[config.mk]
export PLATFORM = sky130hd
export DESIGN_NAME = obstacle_mover
export DESIGN_NICKNAME = d
export VERILOG_FILES = /design/src/rtl/obstacle_pkg.sv /design/src/rtl/obstacle_hit_detect.sv /design/src/rtl/obstacle_mover.sv
export SDC_FILE = /design/constraint.sdc
export NUM_CORES = 1
export LEC_CHECK = 0
export ABC_AREA = 1
export CAP_MARGIN = 20
export CORE_ASPECT_RATIO = 0.7
export CORE_UTILIZATION = 44
export DETAILED_ROUTE_END_ITERATION = 10
export GPL_TIMING_DRIVEN = 0
export PLACE_DENSITY = 0.79
export SYNTH_ARGS = -nofsm -noshare
export SYNTH_HDL_FRONTEND = slang
export SYNTH_SLANG_ARGS = --single-unit
[constraint.sdc]
create_clock -name frame_clk -period 4.2 [get_ports frame_clk]
set_input_delay 1.26 -clock frame_clk [delete_from_list [all_inputs] [get_ports frame_clk]]
set_output_delay 1.26 -clock frame_clk [all_outputs]
set_load 0.005 [all_outputs]
[src/rtl/obstacle_pkg.sv]
// obstacle_pkg: shared types and direction helpers for the obstacle motion generator.
package obstacle_pkg;
    typedef enum logic [1:0] {DIR_NEG_X = 2'b00, DIR_POS_X = 2'b01, DIR_NEG_Y = 2'b10, DIR_POS_Y = 2'b11} dir_t;
    typedef enum logic [1:0] {MODE_HORIZ = 2'b00, MODE_VERT = 2'b01, MODE_BOX_CW = 2'b10, MODE_BOX_CCW = 2'b11} mode_t;
    typedef enum logic {ST_MOVE = 1'b0, ST_DWELL = 1'b1} state_t;

    function automatic dir_t cw_next(input dir_t d);
        return d == DIR_POS_X ? DIR_POS_Y : d == DIR_POS_Y ? DIR_NEG_X : d == DIR_NEG_X ? DIR_NEG_Y : DIR_POS_X;
    endfunction

    function automatic dir_t ccw_next(input dir_t d);
        return d == DIR_POS_X ? DIR_NEG_Y : d == DIR_NEG_Y ? DIR_NEG_X : d == DIR_NEG_X ? DIR_POS_Y : DIR_POS_X;
    endfunction

    // Bounce modes pin the travel axis and keep only the sign from init; box modes keep cur.
    function automatic dir_t axis_dir(input mode_t m, input dir_t init, input dir_t cur);
        return m == MODE_HORIZ ? dir_t'({1'b0, init[0]}) : m == MODE_VERT ? dir_t'({1'b1, init[0]}) : cur;
    endfunction
endpackage

[src/rtl/obstacle_hit_detect.sv]
// obstacle_hit_detect: box overlap test between obstacle centre and player centre.
module obstacle_hit_detect #(
    parameter int COORD_W = 10,
    parameter int SIZE    = 3
) (
    input  logic [COORD_W-1:0] a_x,
    input  logic [COORD_W-1:0] a_y,
    input  logic [COORD_W-1:0] b_x,
    input  logic [COORD_W-1:0] b_y,
    input  logic [COORD_W-1:0] b_s,
    output logic               hit
);
    localparam logic [COORD_W:0] SZ = (COORD_W+1)'(SIZE);
    logic [COORD_W-1:0] dx, dy;
    logic [COORD_W:0]   reach;
    always_comb begin
        dx    = a_x >= b_x ? a_x - b_x : b_x - a_x;
        dy    = a_y >= b_y ? a_y - b_y : b_y - a_y;
        reach = {1'b0, b_s} + SZ;
        hit   = ({1'b0, dx} <= reach) && ({1'b0, dy} <= reach);
    end
endmodule

[src/rtl/obstacle_mover.sv]
// obstacle_mover: per-frame bounce/box-patrol motion for one obstacle with clamping, dwell and turn strobe.
// Optional OBSTACLE_HIT_DETECT_EN enables the registered player collision flag.
module obstacle_mover
    import obstacle_pkg::*;
#(
    parameter int COORD_W = 10,
    parameter int STEP_W  = 4,
    parameter int DWELL_W = 6,
    parameter int SIZE    = 3
) (
    input  logic               frame_clk,
    input  logic               Reset_n,
    input  logic               Enable,
    input  logic               Load,
    input  logic [1:0]         Mode,
    input  logic [1:0]         Dir_Init,
    input  logic [STEP_W-1:0]  Step,
    input  logic [DWELL_W-1:0] Dwell,
    input  logic [COORD_W-1:0] Start_X,
    input  logic [COORD_W-1:0] Start_Y,
    input  logic [COORD_W-1:0] X_Min,
    input  logic [COORD_W-1:0] X_Max,
    input  logic [COORD_W-1:0] Y_Min,
    input  logic [COORD_W-1:0] Y_Max,
    input  logic [COORD_W-1:0] Player_X,
    input  logic [COORD_W-1:0] Player_Y,
    input  logic [COORD_W-1:0] Player_S,
    output logic [COORD_W-1:0] Pos_X,
    output logic [COORD_W-1:0] Pos_Y,
    output logic [COORD_W-1:0] Size,
    output logic [1:0]         Dir,
    output logic               Moving,
    output logic               Turn,
    output logic               Hit
);
    localparam int W = COORD_W + 2;
    typedef logic signed [W-1:0] s_t;
    localparam s_t SZ   = s_t'(SIZE);
    localparam s_t MAXC = s_t'((1 << COORD_W) - 1);

    function automatic logic [COORD_W-1:0] lim(input s_t v);
        return v < 0 ? '0 : v > MAXC ? '1 : v[COORD_W-1:0];
    endfunction

    logic [COORD_W-1:0] pos_x_q, pos_x_d, pos_y_q, pos_y_d;
    logic [DWELL_W-1:0] cnt_q, cnt_d;
    dir_t               dir_q, dir_d, init_dir, turn_dir;
    mode_t              mode_q, mode_d;
    state_t             state_q, state_d;
    logic               turn_q, turn_d, hit_q, hit_d, hit_c, at_lim;
    logic [COORD_W-1:0] lo_x, hi_x, lo_y, hi_y, cur, lo, hi, nxt;
    s_t                 stp, fwd, bwd;

`ifdef OBSTACLE_HIT_DETECT_EN
    obstacle_hit_detect #(.COORD_W(COORD_W), .SIZE(SIZE)) u_hit (
        .a_x(pos_x_q), .a_y(pos_y_q), .b_x(Player_X), .b_y(Player_Y), .b_s(Player_S), .hit(hit_c)
    );
`else
    logic unused_player;
    assign unused_player = ^{Player_X, Player_Y, Player_S};
    assign hit_c = 1'b0;
`endif

    // Centre limits are evaluated wide and saturated so narrow bounds never wrap.
    assign lo_x     = lim($signed({2'b00, X_Min}) + SZ);
    assign hi_x     = lim($signed({2'b00, X_Max}) - SZ);
    assign lo_y     = lim($signed({2'b00, Y_Min}) + SZ);
    assign hi_y     = lim($signed({2'b00, Y_Max}) - SZ);
    assign init_dir = axis_dir(mode_t'(Mode), dir_t'(Dir_Init), dir_t'(Dir_Init));

    always_comb begin
        cur      = dir_q[1] ? pos_y_q : pos_x_q;
        lo       = dir_q[1] ? lo_y : lo_x;
        hi       = dir_q[1] ? hi_y : hi_x;
        stp      = $signed({{(W-STEP_W){1'b0}}, Step});
        fwd      = $signed({2'b00, cur}) + stp;
        bwd      = $signed({2'b00, cur}) - stp;
        at_lim   = dir_q[0] ? (fwd >= $signed({2'b00, hi})) : (bwd <= $signed({2'b00, lo}));
        nxt      = at_lim ? (dir_q[0] ? hi : lo) : (dir_q[0] ? fwd[COORD_W-1:0] : bwd[COORD_W-1:0]);
        turn_dir = mode_q == MODE_BOX_CW ? cw_next(dir_q) : mode_q == MODE_BOX_CCW ? ccw_next(dir_q) :
                   dir_t'({dir_q[1], ~dir_q[0]});
        pos_x_d  = pos_x_q;
        pos_y_d  = pos_y_q;
        dir_d    = dir_q;
        mode_d   = mode_q;
        state_d  = state_q;
        cnt_d    = cnt_q;
        hit_d    = hit_q;
        turn_d   = 1'b0;
        if (Load) begin
            pos_x_d = Start_X;
            pos_y_d = Start_Y;
            dir_d   = init_dir;
            mode_d  = mode_t'(Mode);
            state_d = ST_MOVE;
            cnt_d   = '0;
            hit_d   = 1'b0;
        end else if (Enable) begin
            hit_d = hit_c;
            if (mode_t'(Mode) != mode_q) begin
                mode_d = mode_t'(Mode);
                dir_d  = axis_dir(mode_t'(Mode), dir_t'(Dir_Init), dir_q);
            end else if (state_q == ST_DWELL && cnt_q != DWELL_W'(1)) begin
                cnt_d = cnt_q - DWELL_W'(1);
            end else begin
                state_d = ST_MOVE;
                cnt_d   = '0;
                if (Step != '0) begin
                    if (dir_q[1]) pos_y_d = nxt;
                    else pos_x_d = nxt;
                    if (at_lim) begin
                        turn_d  = 1'b1;
                        dir_d   = turn_dir;
                        state_d = Dwell != '0 ? ST_DWELL : ST_MOVE;
                        cnt_d   = Dwell;
                    end
                end
            end
        end
    end

    always_ff @(posedge frame_clk) begin
        if (!Reset_n) begin
            pos_x_q <= Start_X;
            pos_y_q <= Start_Y;
            dir_q   <= init_dir;
            mode_q  <= mode_t'(Mode);
            state_q <= ST_MOVE;
            cnt_q   <= '0;
            turn_q  <= 1'b0;
            hit_q   <= 1'b0;
        end else begin
            pos_x_q <= pos_x_d;
            pos_y_q <= pos_y_d;
            dir_q   <= dir_d;
            mode_q  <= mode_d;
            state_q <= state_d;
            cnt_q   <= cnt_d;
            turn_q  <= turn_d;
            hit_q   <= hit_d;
        end
    end

    assign Pos_X  = pos_x_q;
    assign Pos_Y  = pos_y_q;
    assign Size   = COORD_W'(SIZE);
    assign Dir    = dir_q;
    assign Moving = state_q == ST_MOVE;
    assign Turn   = turn_q;
    assign Hit    = hit_q;
endmodule

==> results.md <==
- Run status: complete, but fails checks
- Failing checks: negative setup slack
- Net count, final: 1033
- Pwr Density: 357.0 nW/um2
- Min-delay worst type: flip-flop to flip-flop
- Antenna Violating Nets Remaining: 0
- Total track usage: 27.61%
- CP Launch Type: primary input
- Number of synthesized flops with an enable pin: 24
- Non-Filler Instances: 1011
- Biggest cell delay along the critical path: 0.39 ns
- Rows: 30
- Worst-Margin Slew: 0.6811 ns
- Share of layout cells above drive strength 1: 24.80%
- Vias post-DR: 5469
- Port Buf Inserts: 101
- Critical Path RT: 4.24 ns
- Gr ovfl total: 0
- Hold Fails Final Rpt: 0
- Synth unique cells: 46
- Final Critical Period: 4.277 ns
- Crit Path Max Fanout: 5
- Crit-path most repeated cell: nand2_1
- Max Root-Sink Buffers: 2
- WL final: 16090 um
- DR WL/cell: 15.91 um
- Placed Cells: 965
- Max Cap Violations: 0
- Boundary pin count: 143
- Worst setup margin: -0.07709 ns
- Predominant post-synthesis flop cell: edfxtp_1
- CTS H-tree lvls: 2
- Register area share after synthesis: 19.25%
- F_max: 0.2338 GHz
- CTS buffer count: 5
- Residual DRC: 0
- Slew Viols, Final: 0
- Largest net degree at the start of global routing: 12
- Clock Latency Late Sink: 0.28 ns
- Crit path kind: primary input to flip-flop
- Syn Area/Cell: 6.311 um2
- Flip-flop and latch count after synthesis: 32
- CP max stage cell: xor2_1
- DP Worst Slack: -0.9234 ns
- Kind of cell adding the most delay to the critical path: simple AND/OR/NAND/NOR gates
- Leak: 3.423 nW
- First-pass GRT wire length: 22890 um
- Cell Area, Synth: 4576 um2
- Yosys warns: 0
- WP data arrival: 4.31 ns
- Post-Syn Instances: 725
- Clock tree from TritonCTS: built
- Slew Limit Headroom: 54.29%
- Total Neg Setup Slack: -1.003 ns
- CP Capture Type: flip-flop
- Inserted Diodes: 0
- Initial antenna violation count: 0
- Worst clock skew: 0.006053 ns
- Clk slew on worst S/H paths: 0.05 ns
- Layout area overhead: 50.83%
- HPWL Detailed: 10670 um
- Fill count: 773
- Drt pass-1 iters: 5
- Core outline area: 9910 um2
- Asr flop ratio synth: 0%
- Initial Utilization: 46.17%
- Pwr Total: 0.002464 W
- Die Width: 123.9 um
- Hold Buf Count CTS: 0
- Die Y-Extent: 87.32 um
- Period utilization: 101.8%
- VDD IR max: 0.1889 mV
- Vias per cell: 5.409
- Placer Congestion: 0.9073
- DIE AREA: 10820 um2
- Clock sinks: 32
- Vias in the first global route: 4796
- RSZ-0062 raised after global routing: true
- WP buf/inv: 4
- Final setup vio count: 21
- Iter 0 DRT Violations: 482
- Clock root buffer master: clkbuf_16
[sequential cells by signal (all words and copies together) (netlist names)]
register and cells:
mode_q 2, Dir 2, cnt_q 6, Pos_X 10
Pos_Y 10, state_q 1, Turn 1
[path summary, 6_finish.rpt]
path | cells after the start | slack (ns) | to | start
max | 25 | -0.08 | Pos_Y[7] | Step[1]
min | 2 | 0.53 | state_q | state_q
max reg2reg | 27 | -0.02 | Pos_Y[8] | Dir[1]
min reg2reg | 2 | 0.53 | state_q | state_q
[area by class of cell]
type / instances / area, um2 / area share, %
multi-input cells: 577 / 3795 / 54.99
repair buffers: 143 / 1351 / 19.58
flip-flops and latches: 32 / 880.8 / 12.76
inverters: 102 / 412.9 / 5.983
well taps: 128 / 160.2 / 2.321
clock buffers: 8 / 156.4 / 2.266
plain buffers: 21 / 145.1 / 2.103
[synth_stat cells (2+ instances only)]
master | instances | share of area, %
a21o_1 | 2 | 0.33
a21oi_1 | 24 | 2.6
a21oi_2 | 8 | 1.5
a22oi_1 | 2 | 0.33
and2_1 | 4 | 0.55
buf_4 | 11 | 1.8
buf_6 | 2 | 0.49
clkbuf_1 | 10 | 0.82
conb_1 | 2 | 0.16
dfxtp_1 | 8 | 3.5
edfxtp_1 | 24 | 16
fa_1 | 2 | 0.88
ha_1 | 41 | 11
inv_1 | 96 | 7.9
inv_2 | 2 | 0.16
inv_4 | 2 | 0.27
mux2i_1 | 2 | 0.44
nand2_1 | 219 | 18
nand2_4 | 3 | 0.74
nand3_1 | 68 | 7.4
nand3_2 | 4 | 0.88
nand3b_1 | 5 | 0.82
nand4_1 | 12 | 1.6
nor2_1 | 68 | 5.6
nor2_4 | 2 | 0.49
nor3_1 | 8 | 0.88
nor3b_1 | 2 | 0.33
nor4_1 | 2 | 0.27
o21ai_0 | 33 | 3.6
o21ai_1 | 2 | 0.22
o21ai_2 | 3 | 0.57
o21ai_4 | 2 | 0.71
o22ai_1 | 2 | 0.27
or2_2 | 4 | 0.55
xnor2_1 | 11 | 2.1
xor2_1 | 23 | 4.4
[repair_timing]
action / in CTS / in global routing
cloned: 2 / 0
setup buffers: 27 / 13
resized for setup: 118 / 120
pin swaps: 38 / 59
endpoints found under the setup margin: 30 / 30
[cells by family after synthesis]
logic type      synth area share, %
compound gates                11.16
xor+xnor                      6.508
flops                         19.25
simple gates                  38.26
mux                          0.4375
other cells                  0.1641
buf+inv                       12.14
fa+ha+maj                     12.09
[layer usage]
metal | up-vias | global-route usage, % | routed length [um] | part of all wire (%)
li1 | 2630 | - | - | -
met1 | 2474 | 38.82 | 6846 | 43
met2 | 313 | 41.92 | 7140 | 44
met3 | 52 | 6.414 | 1609 | 10
met4 | 0 | 7.558 | 493 | 3.1
met5 | - | 0 | 0 | 0
[stage by stage]
step | hold slack (ns) | utilization (%) | cell area, um2
floorplan | 0.4668 | - | 4609
global placement | 0.4985 | 58.33 | 5781
detailed placement | 0.5021 | 58.48 | 5796
CTS | 0.5285 | 65.08 | 6449
global route | 0.5418 | 69.65 | 6902
finish | 0.5301 | 69.65 | 6902
[worst register-to-register path: cells and delay by family, from the launching register on]
family | cells | cell delay [ns]
AOI/OAI and AO/OA | 4 | 0.64
xor gates and xnor gates | 1 | 0.20
adders and majority gates | 3 | 0.80
buffers and inverters | 5 | 0.67
DFF | 1 | 0.40
and+or+nand+nor | 14 | 1.29
[power breakdown]
| part | internal, W | switching, W | leakage, nW |
|---|---|---|---|
| Combinational | 0.000702 | 0.000953 | 3.03 |
| Clock | 0.000252 | 0.000134 | 0.0772 |
| Sequential | 0.000393 | 0.0000303 | 0.313 |
[cells in the final DEF, fill, tap and decap left out, types with 15 or more instances in the layout]
| cell type | instances |
|---|---|
| a21oi_1 | 21 |
| buf_4 | 50 |
| clkdlybuf4s50_1 | 68 |
| dlymetal6s2s_1 | 15 |
| edfxtp_1 | 24 |
| ha_1 | 30 |
| inv_1 | 83 |
| nand2_1 | 190 |
| nand2_2 | 25 |
| nand3_1 | 52 |
| nand3_2 | 16 |
| nor2_1 | 50 |
| o21ai_0 | 22 |
| xor2_1 | 19 |
Power figures use the tool's default switching activity.
